$ cat config.mk
export PLATFORM = sky130hd
export DESIGN_NAME = muldiv_unit_flat
export DESIGN_NICKNAME = d
export VERILOG_FILES = /design/src/rtl/muldiv_pkg.sv /design/src/rtl/muldiv_if.sv /design/src/rtl/muldiv_divstep.sv /design/src/rtl/muldiv_unit.sv /design/src/flat_wrapper.sv
export SDC_FILE = /design/constraint.sdc
export NUM_CORES = 1
export LEC_CHECK = 0
export ABC_CLOCK_PERIOD_IN_PS = 8000
export BUFFER_PORTS_ARGS = -buffer_cell sky130_fd_sc_hd__clkbuf_2
export CORE_MARGIN = 2
export CORE_UTILIZATION = 45
export DETAILED_ROUTE_END_ITERATION = 8
export PLACE_DENSITY_LB_ADDON = 0.05
export SYNTH_ARGS = -nofsm -noshare
export SYNTH_HDL_FRONTEND = slang
export SYNTH_SLANG_ARGS = --single-unit
$ cat constraint.sdc
create_clock -name clk -period 8 [get_ports clk]
set_input_delay 0.8 -clock clk [delete_from_list [all_inputs] [get_ports clk]]
set_output_delay 0.8 -clock clk [all_outputs]
set_load 0.1 [all_outputs]
$ cat src/rtl/muldiv_pkg.sv
// Shared definitions for the iterative multiply/divide unit: op encodings,
// FSM state encoding and the default operand width.
package muldiv_pkg;

  localparam int MULDIV_WIDTH = 32;

  localparam logic [1:0] OP_MULT  = 2'b00;
  localparam logic [1:0] OP_MULTU = 2'b01;
  localparam logic [1:0] OP_DIV   = 2'b10;
  localparam logic [1:0] OP_DIVU  = 2'b11;

  typedef enum logic [1:0] {
    ST_IDLE = 2'd0,
    ST_PREP = 2'd1,
    ST_ITER = 2'd2,
    ST_FIX  = 2'd3
  } muldiv_state_e;

endpackage

$ cat src/rtl/muldiv_if.sv
// Request/response bundle between the EXE stage (master) and the
// multiply/divide unit (slave), including the MTHI/MTLO write port.
interface muldiv_if
  import muldiv_pkg::*;
#(
  parameter int WIDTH = MULDIV_WIDTH
) ();

  logic             start;
  logic [1:0]       op;
  logic [WIDTH-1:0] a;
  logic [WIDTH-1:0] b;
  logic             cancel;
  logic             wr_hi;
  logic             wr_lo;
  logic [WIDTH-1:0] wdata;
  logic             busy;
  logic             done;
  logic [WIDTH-1:0] hi;
  logic [WIDTH-1:0] lo;

  modport master (
    output start, op, a, b, cancel, wr_hi, wr_lo, wdata,
    input  busy, done, hi, lo
  );

  modport slave (
    input  start, op, a, b, cancel, wr_hi, wr_lo, wdata,
    output busy, done, hi, lo
  );

endinterface

$ cat src/rtl/muldiv_divstep.sv
// One combinational restoring-division step on magnitudes: shifts the next
// dividend bit into the partial remainder and emits one quotient bit.
module muldiv_divstep #(
  parameter int WIDTH = 32
) (
  input  logic [WIDTH-1:0] rem,
  input  logic [WIDTH-1:0] quo,
  input  logic [WIDTH-1:0] divisor,
  output logic [WIDTH-1:0] rem_next,
  output logic [WIDTH-1:0] quo_next
);

  logic [WIDTH:0] shifted;
  logic           ge;

  assign shifted = {rem, quo[WIDTH-1]};
  assign ge      = (shifted >= {1'b0, divisor});

  // When ge holds the true difference is below the divisor, so the
  // modular WIDTH-bit subtraction is exact.
  assign rem_next = ge ? (shifted[WIDTH-1:0] - divisor) : shifted[WIDTH-1:0];
  assign quo_next = {quo[WIDTH-2:0], ge};

endmodule

$ cat src/rtl/muldiv_unit.sv
// Iterative MULT/MULTU/DIV/DIVU unit with architectural HI/LO registers.
// Optional MULDIV_FAST_MUL_EN replaces the shift-add multiply with a single-cycle multiplier.
module muldiv_unit
  import muldiv_pkg::*;
#(
  parameter int WIDTH = MULDIV_WIDTH
) (
  input  logic     clk,
  input  logic     rst,
  muldiv_if.slave  bus
);

  localparam int CNT_W = $clog2(WIDTH) + 1;

  logic [1:0]         state_reg;
  logic [CNT_W-1:0]   cnt_reg;
  logic [1:0]         op_reg;
  logic [WIDTH-1:0]   a_reg;
  logic [WIDTH-1:0]   b_reg;
  logic [WIDTH-1:0]   opnd_reg;
  logic [WIDTH-1:0]   sh_hi_reg;
  logic [WIDTH-1:0]   sh_lo_reg;
  logic               neg_lo_reg;
  logic               neg_hi_reg;
  logic               dz_reg;
  logic [WIDTH-1:0]   hi_reg;
  logic [WIDTH-1:0]   lo_reg;
  logic               done_reg;

  logic               is_signed;
  logic               is_div;
  logic [WIDTH-1:0]   abs_a;
  logic [WIDTH-1:0]   abs_b;
  logic [WIDTH:0]     mul_sum;
  logic [WIDTH-1:0]   div_rem;
  logic [WIDTH-1:0]   div_quo;
  logic [2*WIDTH-1:0] prod;
  logic [WIDTH-1:0]   fix_hi;
  logic [WIDTH-1:0]   fix_lo;

  assign is_signed = (op_reg == OP_MULT) || (op_reg == OP_DIV);
  assign is_div    = (op_reg == OP_DIV)  || (op_reg == OP_DIVU);
  assign abs_a     = (is_signed && a_reg[WIDTH-1]) ? -a_reg : a_reg;
  assign abs_b     = (is_signed && b_reg[WIDTH-1]) ? -b_reg : b_reg;

  // Shift-add multiply: sh_lo holds the unconsumed multiplier bits.
  assign mul_sum = {1'b0, sh_hi_reg} + (sh_lo_reg[0] ? {1'b0, opnd_reg} : '0);

  muldiv_divstep #(.WIDTH(WIDTH)) u_divstep (
    .rem      (sh_hi_reg),
    .quo      (sh_lo_reg),
    .divisor  (opnd_reg),
    .rem_next (div_rem),
    .quo_next (div_quo)
  );

`ifdef MULDIV_FAST_MUL_EN
  logic [2*WIDTH-1:0] fast_prod;
  assign fast_prod = {{WIDTH{1'b0}}, abs_a} * {{WIDTH{1'b0}}, abs_b};
`endif

  assign prod = {sh_hi_reg, sh_lo_reg};

  always_comb begin
    fix_hi = sh_hi_reg;
    fix_lo = sh_lo_reg;
    if (!is_div) begin
      if (neg_lo_reg) {fix_hi, fix_lo} = -prod;
    end else if (dz_reg) begin
      // sh_lo still holds |a| here, so re-applying the dividend sign yields a.
      fix_lo = '1;
      fix_hi = neg_hi_reg ? -sh_lo_reg : sh_lo_reg;
    end else begin
      fix_lo = neg_lo_reg ? -sh_lo_reg : sh_lo_reg;
      fix_hi = neg_hi_reg ? -sh_hi_reg : sh_hi_reg;
    end
  end

  always_ff @(posedge clk or negedge rst) begin
    if (!rst) begin
      state_reg  <= ST_IDLE;
      cnt_reg    <= '0;
      op_reg     <= '0;
      a_reg      <= '0;
      b_reg      <= '0;
      opnd_reg   <= '0;
      sh_hi_reg  <= '0;
      sh_lo_reg  <= '0;
      neg_lo_reg <= 1'b0;
      neg_hi_reg <= 1'b0;
      dz_reg     <= 1'b0;
      hi_reg     <= '0;
      lo_reg     <= '0;
      done_reg   <= 1'b0;
    end else begin
      done_reg <= 1'b0;
      if (state_reg == ST_IDLE) begin
        if (bus.start) begin
          if (!bus.cancel) begin
            op_reg    <= bus.op;
            a_reg     <= bus.a;
            b_reg     <= bus.b;
            state_reg <= ST_PREP;
          end
        end else begin
          if (bus.wr_hi) hi_reg <= bus.wdata;
          if (bus.wr_lo) lo_reg <= bus.wdata;
        end
      end else if (bus.cancel) begin
        state_reg <= ST_IDLE;
      end else begin
        case (state_reg)
          ST_PREP: begin
            cnt_reg    <= '0;
            sh_hi_reg  <= '0;
            neg_lo_reg <= is_signed && (a_reg[WIDTH-1] ^ b_reg[WIDTH-1]);
            neg_hi_reg <= is_signed && a_reg[WIDTH-1];
            dz_reg     <= is_div && (b_reg == '0);
            state_reg  <= ST_ITER;
            if (is_div) begin
              opnd_reg  <= abs_b;
              sh_lo_reg <= abs_a;
            end else begin
              opnd_reg  <= abs_a;
              sh_lo_reg <= abs_b;
`ifdef MULDIV_FAST_MUL_EN
              {sh_hi_reg, sh_lo_reg} <= fast_prod;
              state_reg              <= ST_FIX;
`endif
            end
          end
          ST_ITER: begin
            // A zero divisor is caught on the latched operand in the first
            // iteration slot, leaving the dividend magnitude untouched.
            if (dz_reg) begin
              state_reg <= ST_FIX;
            end else begin
              if (is_div) begin
                sh_hi_reg <= div_rem;
                sh_lo_reg <= div_quo;
              end else begin
                {sh_hi_reg, sh_lo_reg} <= {mul_sum, sh_lo_reg[WIDTH-1:1]};
              end
              cnt_reg <= cnt_reg + 1'b1;
              if (cnt_reg == CNT_W'(WIDTH - 1)) state_reg <= ST_FIX;
            end
          end
          ST_FIX: begin
            hi_reg    <= fix_hi;
            lo_reg    <= fix_lo;
            done_reg  <= 1'b1;
            state_reg <= ST_IDLE;
          end
          default: state_reg <= ST_IDLE;
        endcase
      end
    end
  end

  assign bus.busy = (state_reg != ST_IDLE);
  assign bus.done = done_reg;
  assign bus.hi   = hi_reg;
  assign bus.lo   = lo_reg;

endmodule

$ cat src/flat_wrapper.sv
// flat-port wrapper written by rule: the top's interface ports become plain ports
module muldiv_unit_flat import muldiv_pkg::*;
#(
  parameter int WIDTH = MULDIV_WIDTH
)
  (clk, rst, bus_start, bus_op, bus_a, bus_b, bus_cancel, bus_wr_hi, bus_wr_lo, bus_wdata, bus_busy, bus_done, bus_hi, bus_lo);
  muldiv_if #(.WIDTH(WIDTH)) bus_i ();
  input  logic clk;
  input  logic rst;
  input wire logic [$bits(bus_i.start)-1:0] bus_start;
  input wire logic [$bits(bus_i.op)-1:0] bus_op;
  input wire logic [$bits(bus_i.a)-1:0] bus_a;
  input wire logic [$bits(bus_i.b)-1:0] bus_b;
  input wire logic [$bits(bus_i.cancel)-1:0] bus_cancel;
  input wire logic [$bits(bus_i.wr_hi)-1:0] bus_wr_hi;
  input wire logic [$bits(bus_i.wr_lo)-1:0] bus_wr_lo;
  input wire logic [$bits(bus_i.wdata)-1:0] bus_wdata;
  output wire logic [$bits(bus_i.busy)-1:0] bus_busy;
  output wire logic [$bits(bus_i.done)-1:0] bus_done;
  output wire logic [$bits(bus_i.hi)-1:0] bus_hi;
  output wire logic [$bits(bus_i.lo)-1:0] bus_lo;
  assign bus_i.start = bus_start;
  assign bus_i.op = bus_op;
  assign bus_i.a = bus_a;
  assign bus_i.b = bus_b;
  assign bus_i.cancel = bus_cancel;
  assign bus_i.wr_hi = bus_wr_hi;
  assign bus_i.wr_lo = bus_wr_lo;
  assign bus_i.wdata = bus_wdata;
  assign bus_busy = bus_i.busy;
  assign bus_done = bus_i.done;
  assign bus_hi = bus_i.hi;
  assign bus_lo = bus_i.lo;
  muldiv_unit #(.WIDTH(WIDTH)) u_core (.clk(clk), .rst(rst), .bus(bus_i));
endmodule
; Word level (Yosys, flattened, before mapping)
; Cells that the tools add are included.
[word_totals]
register_bits = 238
inputBits = 104
output_inout_bits = 66
[classes]
addsub = 8
magnitude_cmp = 1
n_eq_ne = 14
n_mux = 43
bitwise = 3
reduce_logical = 18
[op_table]
columns = operator, n
row1 = $mux 32, 29
row2 = $neg 32->32, 4
row3 = $pmux 32 s2, 2
row4 = $neg 64->64, 1
row5 = $add 32x33->33, 1
row6 = $ge 33x32->1, 1
row7 = $logic_not 32->1, 1
row8 = $sub 32x32->32, 1
row9 = $mux 2, 6
row10 = $ne 2x2->1 const B, 6
row11 = $pmux 6 s2, 1
row12 = $reduce_and 4->1, 3
row13 = $reduce_and 3->1, 3
row14 = $eq 2x2->1 const B, 4
row15 = $add 6x1->6 const B, 1
row16 = $eq 6x5->1 const B, 1
row17 = $mux 6, 1
row18 = $reduce_bool 2->1, 3
row19 = $ne 5x2->1 const B, 1
row20 = $logic_and 1x1->1, 4
row21 = $logic_not 2->1, 2
row22 = $pmux 2 s2, 1
row23 = $mux 1, 3
row24 = $eq 2x1->1 const B, 1
row25 = other kinds (4), 6

; Depth between registers and ports, before layout
; Gate-level depths: netlist of run 1.
[depth]
word_depth = 7
mapped_depth = 15
ltp_nobuf = 14

; Cells and area by module
; From an unflattened synthesis of run 1, not the netlist that was laid out.
[hier_totals]
hier_cells = 2334
hier_area_um2 = 19652.6
[by_module_without_submodules]
columns = mod, n_inst, cells_per_inst, area_each_um2
row1 = muldiv_unit, 1, 1979, 17081.4
row2 = muldiv_divstep, 1, 355, 2571.2

; Worst setup path before layout of run 1
; OpenSTA, ideal clock, no wires.
[synth_path]
path_kind = register to register
from = register u_core.sh_lo_reg[0]
to = register u_core.hi_reg[22] (netlist: u_core.bus.hi[22])
setup_ps = 83
t_arrival_ps = 3384
required_time_ps = 7917
slack_ps = 4533
path_stages_with_launch = 15
path_buffers = 2
period_less_slack_ps = 3467
cell_sequence = dfrtp_1 -> inv_1 -> clkbuf_1 -> ha_1 -> or3b_4 -> or3_4 -> buf_6 -> or4_4 -> or2_4 -> o31ai_4 -> xnor2_1 -> nand2_1 -> o211ai_1 -> o211ai_1 -> a31oi_1
[synth_via]
elab_chain_len = 7
[synth_rtl]
columns = item, line
row1 = from (decl), muldiv_unit.sv:22  ; logic [WIDTH-1:0] sh_lo_reg;
row2 = from (signal assigned), muldiv_unit.sv:122  ; sh_lo_reg <= abs_a;
row3 = from (signal assigned), muldiv_unit.sv:125  ; sh_lo_reg <= abs_b;
row4 = from (signal assigned), muldiv_unit.sv:140  ; sh_lo_reg <= div_quo;
row5 = $neg 32->32, muldiv_unit.sv:72  ; fix_hi = neg_hi_reg ? -sh_lo_reg : sh_lo_reg;
row6 = $mux 32, muldiv_unit.sv:72
row7 = $mux 32, muldiv_unit.sv:69  ; end else if (dz_reg) begin
row8 = $mux 32 (*), muldiv_unit.sv:67  ; if (!is_div) begin
row9 = $mux 32 (*), muldiv_unit.sv:112  ; case (state_reg)
row10 = $mux 32 (*), muldiv_unit.sv:109  ; end else if (bus.cancel) begin
row11 = $mux 32 (*), muldiv_unit.sv:97  ; if (state_reg == ST_IDLE) begin
row12 = to (signal assigned), muldiv_unit.sv:106  ; if (bus.wr_hi) hi_reg <= bus.wdata;
row13 = to (signal assigned), muldiv_unit.sv:149  ; hi_reg <= fix_hi;
row14 = to (decl), muldiv_unit.sv:26  ; logic [WIDTH-1:0] hi_reg;
; Mark *: on every way between the ends. The rest lies on a longest branch, timed or not. The select of a mux whose other input is x is not followed.
; A chain may end at the register's enable or synchronous reset.

; Worst setup path in the final report of run 1
[layout_path]
from = register u_core.sh_hi_reg[14]
to = register u_core.sh_hi_reg[7]
[layout_via]
elab_chain_len = 5
[layout_rtl]
columns = item, line
row1 = from (decl), muldiv_unit.sv:21  ; logic [WIDTH-1:0] sh_hi_reg;
row2 = from (signal assigned), muldiv_unit.sv:139  ; sh_hi_reg <= div_rem;
row3 = from (signal assigned), muldiv_unit.sv:142  ; {sh_hi_reg, sh_lo_reg} <= {mul_sum, sh_lo_reg[WIDTH-1:1]};
row4 = $ge 33x32->1, muldiv_divstep.sv:17  ; assign ge = (shifted >= {1'b0, divisor});
row5 = $mux 32, muldiv_divstep.sv:21  ; assign rem_next = ge ? (shifted[WIDTH-1:0] - divisor) : shifted[WIDTH-1:0];
row6 = $mux 32, muldiv_unit.sv:138  ; if (is_div) begin
row7 = $mux 32, muldiv_unit.sv:135  ; if (dz_reg) begin
row8 = $pmux 32 s2, muldiv_unit.sv:112
; No other way between the ends. The select of a mux whose other input is x is not followed.

==> results of run 1 <==
==> worst max-delay path by stage <==
stage                          from              endpoint  slack (ns)  cells after the start
6_report       u_core.sh_hi_reg[14]   u_core.sh_hi_reg[7]        3.74                     12
5_1_grt        u_core.sh_hi_reg[14]  u_core.sh_hi_reg[30]        3.41                     12
4_1_cts        u_core.sh_hi_reg[14]   u_core.sh_hi_reg[7]        3.72                     12
3_5_place_dp   u_core.sh_hi_reg[14]   u_core.sh_hi_reg[7]        3.76                     12
3_3_place_gp   u_core.sh_hi_reg[14]   u_core.sh_hi_reg[7]        3.87                     12
2_1_floorplan   u_core.sh_lo_reg[0]     u_core.bus.hi[22]        4.53                     14
==> logic make-up (layout without fill, tap and decap cells) <==
group	Yosys count	after routing	share of synthesized area [%]
AND/OR/NAND/NOR	673	673	16.6
AO/OA/AOI/OAI	633	633	20.5
buffers and inverters	243	319	5.24
XOR/XNOR	238	238	11.1
flip-flops	238	238	31.6
multiplexers	154	154	9.97
adder cells (fa/ha/maj)	75	75	5.06
other	0	1	0
==> through the flow <==
step	std cells	worst slack [ns]
after floorplan	2254	4.53
after global placement	2808	3.87
after detailed placement	2808	3.76
after CTS	2862	3.72
after global routing	2862	3.41
final	2863	3.74
==> where the power goes <==
part           switching [mW]  total, mW  internal, mW
Combinational            4.67       6.90          2.22
Clock                   0.566       1.34         0.770
Sequential              0.794       2.51          1.72
Total                    6.03       10.7          4.71
==> placed cells by master (no fill, tap or decap), types with 6 or more instances in the layout <==
master     instances
buf_4             21
xnor2_1          151
nor3_1            32
clkbuf_1           6
o41ai_1           10
a31oi_1           17
nand4_1           20
xor2_1            87
o21bai_1           8
mux2i_1           65
dfrtp_1          234
nand2b_1          17
o21ai_0          219
nand2_1          302
o21ai_1           10
a211oi_1          17
mux4_2            20
clkbuf_16         29
clkbuf_2         168
ha_1              73
or4_1             12
and3_1            10
a22oi_1           22
a21boi_0           7
or3_1             30
mux2_2            69
nor2b_1           10
a21oi_1          149
o22ai_1           40
nand3_1           26
a221o_1            6
nor2_1           163
nor4_1            12
o211ai_1          30
inv_1             72
o31ai_1           30
a21o_1            26
==> critical path, cell delays in order (launching register included) <==
cell     delay [ns]
dfrtp_1        0.56
ha_1           0.51
and2_1         0.21
nand3_1        0.08
nor4_1         0.36
o21ai_0        0.26
a31oi_1        0.43
nand4_1        0.21
a31oi_4        0.52
buf_4          0.49
mux2i_1        0.24
a21oi_1        0.08
a21o_1         0.17
==> metal layers <==
metal  vias to the layer above  routed length [µm]  part of all wire [%]
met1                      8616               29400                    44
li1                       8125                   -                     -
met4                         0                2690                   4.0
met3                       108                3940                   5.8
met2                       636               31300                    47
met5                         -                   0                     0
==> layout make-up <==
class                   instances  area (µm²)  share of cell area (%)
repair buffers                191        1030                    4.96
multi-input cells            1773       11900                    57.3
well taps                     532         666                    3.19
inverters                      74         278                    1.33
clock inverters                15         149                   0.715
flip-flops and latches        238        5960                    28.6
diodes                          1        2.50                  0.0120
clock buffers                  39         803                    3.85
==> impl_metrics.csv, run 1 <==
group,metric,value,unit
clock_tree,cts-buffers-inserted,29,
sta,worst_slew_pin_slew,1.25,ns
pwr,p_leak,9.17,nW
cells_and_area,final_util,50.7,%
worst_setup_path,worstPathRequired,8.46,ns
sta,grt_setup_unrepaired,"false",
route,wirelength,67300,µm
cells_and_area,area_delta_synth_final,10.7,%
sta,slew_headroom,16.7,%
clock_tree,holdBufCountCts,0,
grt,use_met3,3.68,%
logic_synthesis,yosysWarnings,0,
pwr,ir_worst_vdd,0.000342,V
clock_tree,clk_pin_slew_worst_paths,0.07,ns
logic_synthesis,synthDominantCellAreaShare,31.6,%
job,maxCapViolCount,0,
pwr,total_power,10.7,mW
route,via_per_inst,6.11,
grt,grt_pass1_wl,101000,µm
placement,dp_hpwl,50600,µm
floorplanning,die_height,209,µm
route,drt_iter0_drc,1691,
floorplanning,ios,170,
floorplanning,die_x,209,µm
route,wire_per_inst,23.5,µm
grt,grtUsageMet2,49.8,%
logic_synthesis,yosysTopAreaCell,"dfrtp_1",
logic_synthesis,ys_types,77,
sta,period_share,53.3,%
placement,io_buffers,169,
floorplanning,rows,74,
sta,fmax,235,MHz
logic_synthesis,ys_async_sr_fraction,100,%
logic_synthesis,synth_flop_cell,"dfrtp_1",
floorplanning,coreArea,41100,µm²
logic_synthesis,synth_area,18800,µm²
cells_and_area,fill_cells,4084,
worst_setup_path,reg2reg_to,"u_core.sh_hi_reg[7]",
clock_tree,tritoncts,"built",
clock_tree,cts_root_buf,"clkbuf_16",
worst_setup_path,cp-start-kind,"flip-flop",
cells_and_area,final_area,20800,µm²
logic_synthesis,syn-mean-instance-area,8.35,µm²
clock_tree,clock_sinks,238,
sta,finalSetupViolations,0,
logic_synthesis,synth_edf_count,0,
logic_synthesis,seq_area_frac_synth,31.6,%
route,drtPass1Iterations,6,
worst_setup_path,cp-end-kind,"flip-flop",
grt,grt_overflow,0,
worst_setup_path,arrival,4.72,ns
cells_and_area,layout.nets,2486,
clock_tree,clk_latency,0.58,ns
route,drc_errors,0,
logic_synthesis,synthCells,2254,
run_status,outcome,"complete, no violations",
placement,place_area,19900,µm²
pwr,p_per_area,516,nW/µm²
sta,whs,0.159,ns
grt,busiest_layer,"met2",
worst_setup_path,rrSetupSlack,3.74,ns
grt,globalRouteMet1Util,41.0,%
logic_synthesis,synth_seq_cells,238,
route,final_antenna_net_count,0,
grt,grt_max_degree,165,
clock_tree,cts_resized,0,
logic_synthesis,synth_area_leaders,"dfrtp_1 (32%), xnor2_1 (7.0%), nand2_1 (6.0%)",
sta,slew_violations,0,
logic_synthesis,synthTopCellsByCount,"nand2_1 (303), dfrtp_1 (238), o21ai_0 (219)",
clock_tree,cts_setup_buffers,0,
worst_setup_path,r2r_cells,12,
grt,first_global_vias,16500,
clock_tree,htreeDepth,1,
worst_setup_path,crit_type,"flip-flop to flip-flop",
floorplanning,die_area,43500,µm²
placement,globalplace.congestion,0.926,
grt,track_usage,30.2,%
sta,hold_violations,0,
floorplanning,initial_core_util,45.8,%
route,num_vias,17500,
cells_and_area,drive_above_1_share,15.5,%
grt,antenna_found_initial,1,
worst_setup_path,worstPathMaxFanout,26,
hold_path,hold_path.class,"input port to asynchronous set/reset pin",
logic_synthesis,yosysMostFrequentCell,"nand2_1",
worst_setup_path,r2r-start,"u_core.sh_hi_reg[14]",
sta,clock_skew,0.0180,ns
sta,finalSetupTns,0,ns
clock_tree,cts_buffer_depth,3,
logic_synthesis,synthesis.nets,2433,
sta,fin_crit,4.26,ns
Note: power is estimated with default switching activity, not from simulation.
==> run 2, diff against run 1 <==
Settings changed: ABC_AREA set to 1, ABC_CLOCK_PERIOD_IN_PS 8000 to 4250.
Clock period 8 ns to 4.25 ns, I/O delays scaled along.
==> impl_metrics.csv, run 2 <==
group,metric,value,unit
sta,slew_headroom,14.8,%
worst_setup_path,worstPathRequired,4.79,ns
cells_and_area,fin_cells,4467,
clock_tree,cts_buffer_depth,3,
worst_setup_path,cp-start-kind,"flip-flop",
worst_setup_path,arrival,4.24,ns
route,drc_errors,0,
grt,grt_pass1_wl,149000,µm
pwr,ir_worst_vdd,0.000471,V
sta,clock_skew,0.0209,ns
logic_synthesis,synthDominantCellAreaShare,26.8,%
clock_tree,clock_sinks,238,
cells_and_area,area_delta_synth_final,10.8,%
pwr,intPower,9.13,mW
logic_synthesis,synth_area_leaders,"dfrtp_1 (27%), nand2_1 (17%), nand3_1 (9.1%)",
worst_setup_path,crit_buf_inv,3,
sta,period_share,86.9,%
pwr,p_per_area,999,nW/µm²
hold_path,worstHoldPathCells,2,
worst_setup_path,path_delay_family,"simple AND/OR/NAND/NOR gates",
hold_path,hold_end,"u_core.a_reg[7]",
logic_synthesis,ys_async_sr_fraction,100,%
placement,dp_slack,0.826,ns
floorplanning,initial_core_util,45.5,%
clock_tree,cts_setup_buffers,0,
floorplanning,coreArea,48800,µm²
worst_setup_path,reg2reg_to,"u_core.sh_hi_reg[21]",
placement,place_area,23600,µm²
logic_synthesis,yosysTopAreaCell,"dfrtp_1",
sta,slew_violations,0,
pwr,switching_share,62.9,%
logic_synthesis,yosysWarnings,0,
sta,grt_setup_unrepaired,"false",
route,drt_iter0_drc,3500,
grt,grt_overflow,0,
cells_and_area,multi_input_area,14000,µm²
grt,grt_max_degree,107,
floorplanning,ios,170,
worst_setup_path,cp_cell_sequence,"nand2_1 -> inv_1 -> ha_1 -> inv_1 -> fa_1 -> nor2_1 -> nor2_1 -> o21ai_0 -> nand4_1 -> nand3_1 -> nand2_1 -> nand3_1 -> nand2_1 -> inv_1 -> nand2_1 -> nand2_1",
pwr,power_frac_comb,69.9,%
route,via_per_inst,5.87,
pwr,p_sw,15.5,mW
route,wirelength,102000,µm
logic_synthesis,syn-mean-instance-area,6.01,µm²
cells_and_area,final_area,24600,µm²
grt,first_global_vias,23600,
hold_path,min-delay-start,"bus_a[7]",
cells_and_area,layout.nets,3960,
clock_tree,cts_resized,0,
sta,fin_crit,3.69,ns
floorplanning,die_x,226,µm
worst_setup_path,max_stage_delay,0.80,ns
logic_synthesis,synth_area,22200,µm²
placement,globalplace.congestion,1.09,
worst_setup_path,cp-end-kind,"flip-flop",
logic_synthesis,synthCells,3699,
clock_tree,cts_root_buf,"clkbuf_16",
route,num_vias,26200,
sta,fmax,271,MHz
clock_tree,clk_latency,0.62,ns
worst_setup_path,cpMaxStageDelayCell,"dfrtp_1",
worst_setup_path,crit_type,"flip-flop to flip-flop",
logic_synthesis,synth_seq_cells,238,
logic_synthesis,ys_types,54,
floorplanning,die_height,226,µm
hold_path,hold_path.class,"input port to flip-flop",
cells_and_area,final_common_cell,"nand2_1",
pwr,total_power,24.6,mW
sta,finalSetupTns,0,ns
clock_tree,clk_pin_slew_worst_paths,0.06,ns
clock_tree,tritoncts,"built",
sta,setup_ws,0.556,ns
pwr,power_frac_seq,19.2,%
sta,finalSetupViolations,0,
cells_and_area,final_util,50.4,%
grt,antenna_found_initial,3,
worst_setup_path,crit_path_frequent_cell,"nand2_1",
logic_synthesis,synth_edf_count,0,
placement,io_buffers,169,
grt,track_usage,39.1,%
pwr,p_leak,12.8,nW
placement,dp_hpwl,81600,µm
clock_tree,cts-buffers-inserted,29,
route,wire_per_inst,22.8,µm
placement,place_inst,4413,
worst_setup_path,r2r-start,"u_core.sh_lo_reg[0]",
worst_setup_path,worstPathMaxFanout,17,
logic_synthesis,synthesis.nets,3878,
clock_tree,htreeDepth,1,
run_status,outcome,"complete, no violations",
logic_synthesis,yosysMostFrequentCell,"nand2_1",
logic_synthesis,synthTopCellsByCount,"nand2_1 (1,018), nor2_1 (462), inv_1 (435)",
route,drtPass1Iterations,8,
cells_and_area,fill_cells,5205,
cells_and_area,drive_above_1_share,9.02,%
pwr,p_clk_share,10.9,%
sta,whs,0.0555,ns
route,final_antenna_net_count,0,
cells_and_area,regArea,5960,µm²
floorplanning,die_area,51200,µm²
logic_synthesis,synth_flop_cell,"dfrtp_1",
floorplanning,rows,81,
worst_setup_path,rrSetupSlack,0.56,ns
sta,hold_violations,0,
worst_setup_path,r2r_cells,16,
sta,worst_slew_pin_slew,1.28,ns
job,maxCapViolCount,0,
cells_and_area,layout_common_cells,"nand2_1 (1,018), nor2_1 (461), inv_1 (434), nand3_1 (401), a21oi_1 (332)",
logic_synthesis,seq_area_frac_synth,26.8,%
run 2: how the worst max path moves through the flow:
stage	slack [ns]	start	endpoint	depth (start not counted)
2_1_floorplan	1.87	u_core.sh_lo_reg[0]	u_core.sh_hi_reg[21]	17
3_3_place_gp	0.85	u_core.sh_lo_reg[0]	u_core.sh_hi_reg[21]	16
3_5_place_dp	0.83	u_core.sh_lo_reg[31]	u_core.sh_hi_reg[12]	15
4_1_cts	0.81	u_core.sh_lo_reg[31]	u_core.sh_hi_reg[12]	15
5_1_grt	0.47	u_core.sh_lo_reg[31]	u_core.sh_hi_reg[12]	15
6_report	0.56	u_core.sh_lo_reg[0]	u_core.sh_hi_reg[21]	16
run 2: final cells by class:
| class | count | share of cell area [%] |
|---|---|---|
| diodes | 1 | 0.0102 |
| multi-input cells | 2865 | 56.7 |
| flip-flops and latches | 238 | 24.2 |
| well taps | 664 | 3.37 |
| clock inverters | 19 | 0.955 |
| inverters | 442 | 6.75 |
| repair buffers | 205 | 4.84 |
| clock buffers | 33 | 3.13 |
run 2: logic make-up (layout without fill, tap and decap cells):
| group | count (synthesis) | after routing | synth area share, % |
|---|---|---|---|
| simple gates | 2047 | 2047 | 39.1 |
| compound gates | 670 | 670 | 16.5 |
| buf+inv | 596 | 699 | 10.5 |
| flops | 238 | 238 | 26.8 |
| fa+ha+maj | 75 | 75 | 4.29 |
| xor+xnor | 70 | 70 | 2.76 |
| mux | 3 | 3 | 0.152 |
| other cells | 0 | 1 | 0 |
run 2: what timing repair did:
| item | CTS | global route |
|---|---|---|
| hold endpoints to repair | 87 | 0 |
| hold buffers | 1 | 0 |
| endpoints found under the setup margin | 0 | 0 |
run 2: worst register-to-register path: stages (launching register included):
cell     delay (ns)
dfrtp_1        0.80
nand2_1        0.11
inv_1          0.09
ha_1           0.32
inv_1          0.09
fa_1           0.46
nor2_1         0.13
nor2_1         0.09
o21ai_0        0.62
nand4_1        0.28
nand3_1        0.15
nand2_1        0.06
nand3_1        0.06
nand2_1        0.07
inv_1          0.16
nand2_1        0.08
nand2_1        0.05
run 2: power by group through the flow:
stage | Sequential, mW | Combinational (mW) | Clock [mW]
CTS | 4.63 | 16.8 | 2.70
detailed placement | 4.67 | 16.7 | 0
global placement | 4.65 | 16.6 | 0
floorplan | 6.11 | 9.86 | 0
global route | 4.80 | 18.5 | 2.79
finish | 4.73 | 17.2 | 2.68
run 2: per-layer routing:
layer	share of wire [%]	global-route usage, %
met4	5.6	18.2
met3	11	8.74
met5	0	0
met1	42	54.7
met2	41	57.0
